==> src/rtl/dout_emitter_pkg.sv <==
// Purpose : shared constants, FSM state type and header builder for the serial DOUT emitter.
// Latency : n/a (package only).
// Backpressure: n/a; contents: lane/channel geometry, state_e, build_hdr().
package dout_emitter_pkg;

  localparam int NUM_LANES   = 4;
  localparam int NUM_CH      = 8;
  localparam int SAMPLE_BITS = 24;
  localparam int HDR_BITS    = 8;
  localparam int WORD_BITS   = 32;
  localparam int FRAME_BITS  = 2 * WORD_BITS;  // bits carried per lane per frame
  localparam int FCNT_BITS   = 4;

  typedef enum logic [1:0] {
    IDLE  = 2'd0,
    SHIFT = 2'd1,
    GAP   = 2'd2
  } state_e;

  // Word header: {reserved 0, channel id, frame counter}.
  function automatic logic [HDR_BITS-1:0] build_hdr(input logic [2:0]           ch_id,
                                                    input logic [FCNT_BITS-1:0] fcnt);
    return {1'b0, ch_id, fcnt};
  endfunction

endpackage

==> src/rtl/dout_lane_shifter.sv <==
// Purpose : one serial lane; 64-bit load/shift register, MSB presented on bit_out.
// Latency : loaded MSB visible the cycle after load; each shift advances one bit next cycle.
// Backpressure: none; ports clk, rst_n, load, shift, load_dat[63:0] in, bit_out out.
module dout_lane_shifter
  import dout_emitter_pkg::*;
(
  input  logic                  clk,
  input  logic                  rst_n,
  input  logic                  load,
  input  logic                  shift,
  input  logic [FRAME_BITS-1:0] load_dat,
  output logic                  bit_out
);

  logic [FRAME_BITS-1:0] sreg;

  // Zero fill: after the 64th shift the register is empty, so the lane
  // idles at 0 during GAP/IDLE without any extra gating.
  always_ff @(posedge clk or negedge rst_n) begin
    if (!rst_n) begin
      sreg <= '0;
    end else if (load) begin
      sreg <= load_dat;
    end else if (shift) begin
      sreg <= {sreg[FRAME_BITS-2:0], 1'b0};
    end
  end

  // Output is a flop bit directly, so the lane has no combinational path.
  assign bit_out = sreg[FRAME_BITS-1];

endmodule

==> src/rtl/dout_emitter.sv <==
// Purpose : emits 8 captured 24-bit channels as headered words on 4 serial lanes with dclk/drdy.
// Latency : first bit at T+1 after an accepted start; done_o at T+1+64*DCLK_DIV; idle again after GAP_CYCLES more.
// Backpressure: none; start_i while busy is dropped and latches sticky overrun_o. Ports: clk_i, reset_ni,
//               start_i, ch1_i..ch8_i in; busy_o, done_o, overrun_o, drdy_o, dclk_o, dout0_o..dout3_o out.
module dout_emitter
  import dout_emitter_pkg::*;
#(
  parameter int DCLK_DIV   = 4,
  parameter int GAP_CYCLES = 8
) (
  input  logic                   clk_i,
  input  logic                   reset_ni,
  input  logic                   start_i,
  input  logic [SAMPLE_BITS-1:0] ch1_i,
  input  logic [SAMPLE_BITS-1:0] ch2_i,
  input  logic [SAMPLE_BITS-1:0] ch3_i,
  input  logic [SAMPLE_BITS-1:0] ch4_i,
  input  logic [SAMPLE_BITS-1:0] ch5_i,
  input  logic [SAMPLE_BITS-1:0] ch6_i,
  input  logic [SAMPLE_BITS-1:0] ch7_i,
  input  logic [SAMPLE_BITS-1:0] ch8_i,
  output logic                   busy_o,
  output logic                   done_o,
  output logic                   overrun_o,
  output logic                   drdy_o,
  output logic                   dclk_o,
  output logic                   dout0_o,
  output logic                   dout1_o,
  output logic                   dout2_o,
  output logic                   dout3_o
);

  localparam int DIV_W = $clog2(DCLK_DIV);
  localparam int GAP_W = $clog2(GAP_CYCLES + 1);

  localparam logic [DIV_W-1:0] DIV_LAST = DIV_W'(DCLK_DIV - 1);
  localparam logic [DIV_W-1:0] HALF_M1  = DIV_W'(DCLK_DIV / 2 - 1);
  localparam logic [GAP_W-1:0] GAP_LAST = GAP_W'(GAP_CYCLES - 1);
  localparam logic [5:0]       BIT_LAST = 6'(FRAME_BITS - 1);

  state_e                 state;
  logic [DIV_W-1:0]       div_cnt;
  logic [5:0]             bit_cnt;
  logic [GAP_W-1:0]       gap_cnt;
  logic [FCNT_BITS-1:0]   frame_cnt;

  logic [SAMPLE_BITS-1:0] ch [NUM_CH];
  logic                   load;
  logic                   shift;
  logic                   div_last;
  logic [NUM_LANES-1:0]   dout;

  assign ch[0] = ch1_i;
  assign ch[1] = ch2_i;
  assign ch[2] = ch3_i;
  assign ch[3] = ch4_i;
  assign ch[4] = ch5_i;
  assign ch[5] = ch6_i;
  assign ch[6] = ch7_i;
  assign ch[7] = ch8_i;

  assign div_last = (div_cnt == DIV_LAST);
  // Loading in the accepting cycle captures the samples and the pre-increment
  // frame counter; later input changes cannot reach the frame in flight.
  assign load     = (state == IDLE) && start_i;
  // Shift on every bit boundary, including the last, which empties the lane.
  assign shift    = (state == SHIFT) && div_last;

  for (genvar k = 0; k < NUM_LANES; k++) begin : g_lane
    logic [FRAME_BITS-1:0] lane_dat;

    assign lane_dat = {build_hdr(3'(2 * k),     frame_cnt), ch[2 * k],
                       build_hdr(3'(2 * k + 1), frame_cnt), ch[2 * k + 1]};

    dout_lane_shifter u_shifter (
      .clk     (clk_i),
      .rst_n   (reset_ni),
      .load    (load),
      .shift   (shift),
      .load_dat(lane_dat),
      .bit_out (dout[k])
    );
  end

  assign dout0_o = dout[0];
  assign dout1_o = dout[1];
  assign dout2_o = dout[2];
  assign dout3_o = dout[3];

  always_ff @(posedge clk_i or negedge reset_ni) begin
    if (!reset_ni) begin
      state     <= IDLE;
      div_cnt   <= '0;
      bit_cnt   <= '0;
      gap_cnt   <= '0;
      frame_cnt <= '0;
      busy_o    <= 1'b0;
      done_o    <= 1'b0;
      overrun_o <= 1'b0;
      drdy_o    <= 1'b0;
      dclk_o    <= 1'b0;
    end else begin
      done_o <= 1'b0;
      if (start_i && (state != IDLE)) begin
        overrun_o <= 1'b1;
      end

      case (state)
        IDLE: begin
          if (start_i) begin
            state     <= SHIFT;
            frame_cnt <= frame_cnt + 4'd1;
            div_cnt   <= '0;
            bit_cnt   <= '0;
            busy_o    <= 1'b1;
            drdy_o    <= 1'b1;
            dclk_o    <= 1'b0;
          end
        end

        SHIFT: begin
          if (div_last) begin
            div_cnt <= '0;
            dclk_o  <= 1'b0;
            drdy_o  <= 1'b0;  // drdy covers only the first bit period
            if (bit_cnt == BIT_LAST) begin
              state   <= GAP;
              done_o  <= 1'b1;
              gap_cnt <= '0;
            end else begin
              bit_cnt <= bit_cnt + 6'd1;
            end
          end else begin
            div_cnt <= div_cnt + 1'b1;
            // Next phase is in the upper half of the bit period -> dclk high.
            dclk_o  <= (div_cnt >= HALF_M1);
          end
        end

        GAP: begin
          if (gap_cnt == GAP_LAST) begin
            state  <= IDLE;
            busy_o <= 1'b0;
          end else begin
            gap_cnt <= gap_cnt + 1'b1;
          end
        end

        default: begin
          state <= IDLE;
        end
      endcase
    end
  end

endmodule

==> config.mk <==
export PLATFORM = sky130hd
export DESIGN_NAME = dout_emitter
export DESIGN_NICKNAME = d
export VERILOG_FILES = /design/src/rtl/dout_emitter_pkg.sv /design/src/rtl/dout_lane_shifter.sv /design/src/rtl/dout_emitter.sv
export SDC_FILE = /design/constraint.sdc
export NUM_CORES = 1
export LEC_CHECK = 0
export ABC_AREA = 1
export CAP_MARGIN = 20
export CORE_MARGIN = 4
export CORE_UTILIZATION = 53
export DETAILED_ROUTE_END_ITERATION = 10
export PLACE_DENSITY = 0.81
export SLEW_MARGIN = 10
export SYNTH_ARGS = -nofsm -noshare
export SYNTH_HDL_FRONTEND = slang
export SYNTH_SLANG_ARGS = --single-unit
==> constraint.sdc <==
create_clock -name clk_i -period 1.65 [get_ports clk_i]
set_input_delay 0.33 -clock clk_i [delete_from_list [all_inputs] [get_ports clk_i]]
set_output_delay 0.33 -clock clk_i [all_outputs]
set_load 0.02 [all_outputs]
==> impl_metrics.yaml <==
floorplanning:
  die_height_um: 160
  pin_count: 204
  die_x_um: 160
  rows: 55
  core_area_um2: 22600
  start_util_pct: 53.7
  fp.dieArea_um2: 25400
worst_setup_path:
  r2r_setup_slack_ns: 0.08
  crit_start: "g_lane[3].u_shifter.sreg[63]"
  cp-start-kind: "register"
  worstSetupPathType: "reg -> out"
  crit_path_cell_trace: "dlygate4sd2_1"
  r2r-start: "state[0]"
  cpMaxStageDelayCell: "dlygate4sd2_1"
  crit_end: "dout3_o"
  cp_top_family: "buffers and inverters"
  required_ns: 1.32
  cp_max_fo: 2
  path_buf_inv: 1
  cp.arrival_ns: 1.25
  crit_cells: 1
  endpoint_kind: "primary output"
  r2r-end: "g_lane[1].u_shifter.sreg[8]"
  reg2regPathDepth: 7
  slowest_delay_ns: 0.38
placed_design:
  postPlaceCellArea_um2: 14800
  place_ws_ns: -0.125
  port_buffers: 203
  gp_congestion: 0.812
  dp_cells: 1849
  dp_hpwl_um: 18900
global_routing:
  grt_overflow: 0
  busiest_layer: "met2"
  antenna_found_initial: 0
  grt_pass1_vias: 10100
  grt_use_met1_pct: 30.7
  use_met3_pct: 4.32
  use_met2_pct: 37.1
  grt_pass1_wl_um: 48300
  grt_util_all_layers_pct: 22.2
  grt_max_degree: 64
flow_run:
  max_cap_viol_count: 0
finish:
  fin_area_um2: 15700
  multi_input_area_um2: 4510
  area_delta_synth_final_pct: 29.2
  antenna-diode-count: 0
  final_cell_mix: "nand2_1, nor2_1, dfrtp_1, clkdlybuf4s50_1, inv_1"
  stdcell_count: 1901
  num-nets-final: 1795
  regArea_um2: 6960
  final_common_cell: "nand2_1"
  fillers: 1701
  drive_above_1_share_pct: 8.60
  final_core_util_pct: 69.4
timing:
  period_share_pct: 95.6
  setup_ws_ns: 0.0721
  setup_viol: 0
  finClkSkew_ns: 0.0137
  rsz0062_at_grt: "yes"
  finalHoldViolCount: 0
  slew_headroom_pct: 71.7
  worst_pin_slew_ns: 0.424
  fmax_mhz: 634
  drv_slew: 0
  period_minus_slack_ns: 1.58
synth:
  syn_area_um2: 12200
  syn_avg_cell_area_um2: 8.70
  synth-seq-area-share_pct: 57.2
  synth-seq-cells: 278
  synth_fp_nets: 1598
  ys_types: 29
  yosysWarnings: 0
  syn_inst: 1399
drt:
  vias: 10000
  wl_um: 28500
  drt_iter0_drc: 690
  drc: 0
  wl_per_cell_um: 15.0
  ant_nets: 0
  via_per_inst: 5.26
  first_pass_iters: 5
power:
  p_switching_uw: 2800
  ir_drop_v: 0.000598
  p_leak_uw: 0.00704
  p_sw_share_pct: 20.1
  power.density_nw_per_um2: 885
  clkPwrFrac_pct: 46.3
  p_int_uw: 11100
  seqPwrFrac_pct: 49.0
  combPwrFrac_pct: 4.7
  power_uw: 13900
clocking:
  clkLatencyLatePin_ns: 0.53
  cts_tree: "yes"
  root_buffer: "clkbuf_16"
  cts_buffers: 29
  clkTransAtPathRegs_ns: 0.06
  clockBufferDepth: 3
  htreeDepth: 1
  cts.sinks: 278
  cts_setup_buffers: 0
outcome:
  status: "completed"
worst_hold_path:
  min_path_type: "in -> async"
## cells by family (layout without fill, tap and decap cells)
group | count (synthesis) | in the layout | synth area share (%)
DFF | 278 | 278 | 57.2
buffers and inverters | 150 | 367 | 6.13
adders and majority gates | 4 | 4 | 0.411
AOI/OAI and AO/OA | 161 | 161 | 8.07
xor gates and xnor gates | 4 | 4 | 0.288
and+or+nand+nor | 802 | 802 | 27.9
## cells in the mapped netlist (all sizes together)
library cell  count  share of area, %
ha                4              0.41
inv              68               2.1
dfrtp           278                57
or2               2              0.10
nor3             92               5.3
a22oi             2              0.21
clkbuf            9              0.30
nand3            49               2.0
o22ai             9              0.46
nand2           348                11
a21oi            31               1.3
o21bai            2              0.12
nand4             1             0.051
buf              73               3.7
xnor2             2              0.14
nor2            310               9.6
o211ai           58               3.6
o21ai            59               2.4
xor2              2              0.14
## cell type report
cell class | count | share of cell area (%)
timing repair buffer | 248 | 17.2
tap | 285 | 2.27
inverter | 68 | 1.63
clock inverter | 8 | 0.748
multi-input combinational | 971 | 28.7
clock buffer | 43 | 5.21
sequential | 278 | 44.3
## layer usage
layer  up-vias  share of wire [%]
met5         -                  0
met4         0                1.7
met3        40                6.1
met2       310                 49
met1      4779                 43
li1       4877                  -
## power groups by stage
stage	combinational (uW)	sequential [uW]	clock, uW
final	655	6820	6440
after global placement	667	6940	0
after floorplan	1.62	6940	0
after detailed placement	656	6940	0
after global routing	702	6810	6860
after CTS	666	6820	6550
## sequential cells by signal, indices dropped and copies added, names as in the netlist
signal and cells:
g_lane.u_shifter.sreg 256, bit_cnt 6, frame_cnt 4, gap_cnt 4, state 2, busy_o 1
dclk_o 1, div_cnt 1, done_o 1, drdy_o 1, overrun_o 1
## how the worst min path moves through the flow
stage          startpoint                           end  cells after the start
6_report         reset_ni  g_lane[1].u_shifter.sreg[36]                      2
3_5_place_dp     reset_ni  g_lane[1].u_shifter.sreg[36]                      1
5_1_grt          reset_ni  g_lane[1].u_shifter.sreg[35]                      2
3_3_place_gp     reset_ni  g_lane[1].u_shifter.sreg[36]                      1
4_1_cts          reset_ni  g_lane[1].u_shifter.sreg[36]                      2
2_1_floorplan    reset_ni                    bit_cnt[0]                      0
## stage by stage
stage	TNS [ns]	hold WS, ns
final	0	0.301
after global routing	-0.00183	0.328
after global placement	-6.60	0.272
after detailed placement	-12.11	0.273
after floorplan	0	0.0344
after CTS	0	0.305
## worst register-to-register path, stage by stage, from the launching register on
cell and delay [ns]:
dfrtp_1 0.42, nor2_1 0.24, nand2_4 0.14, nand2_8 0.16, inv_2 0.12, buf_12 0.19, nand2_1 0.08, o211ai_1 0.10
## what timing repair did
item                                    in CTS  in global routing
resized for setup                           11                 11
endpoints found under the setup margin       9                 17
hold endpoints to repair                    44                  0
pin swaps                                    0                  1
hold buffers                                 1                  0
No activity file was read; power rests on OpenSTA's default activity.
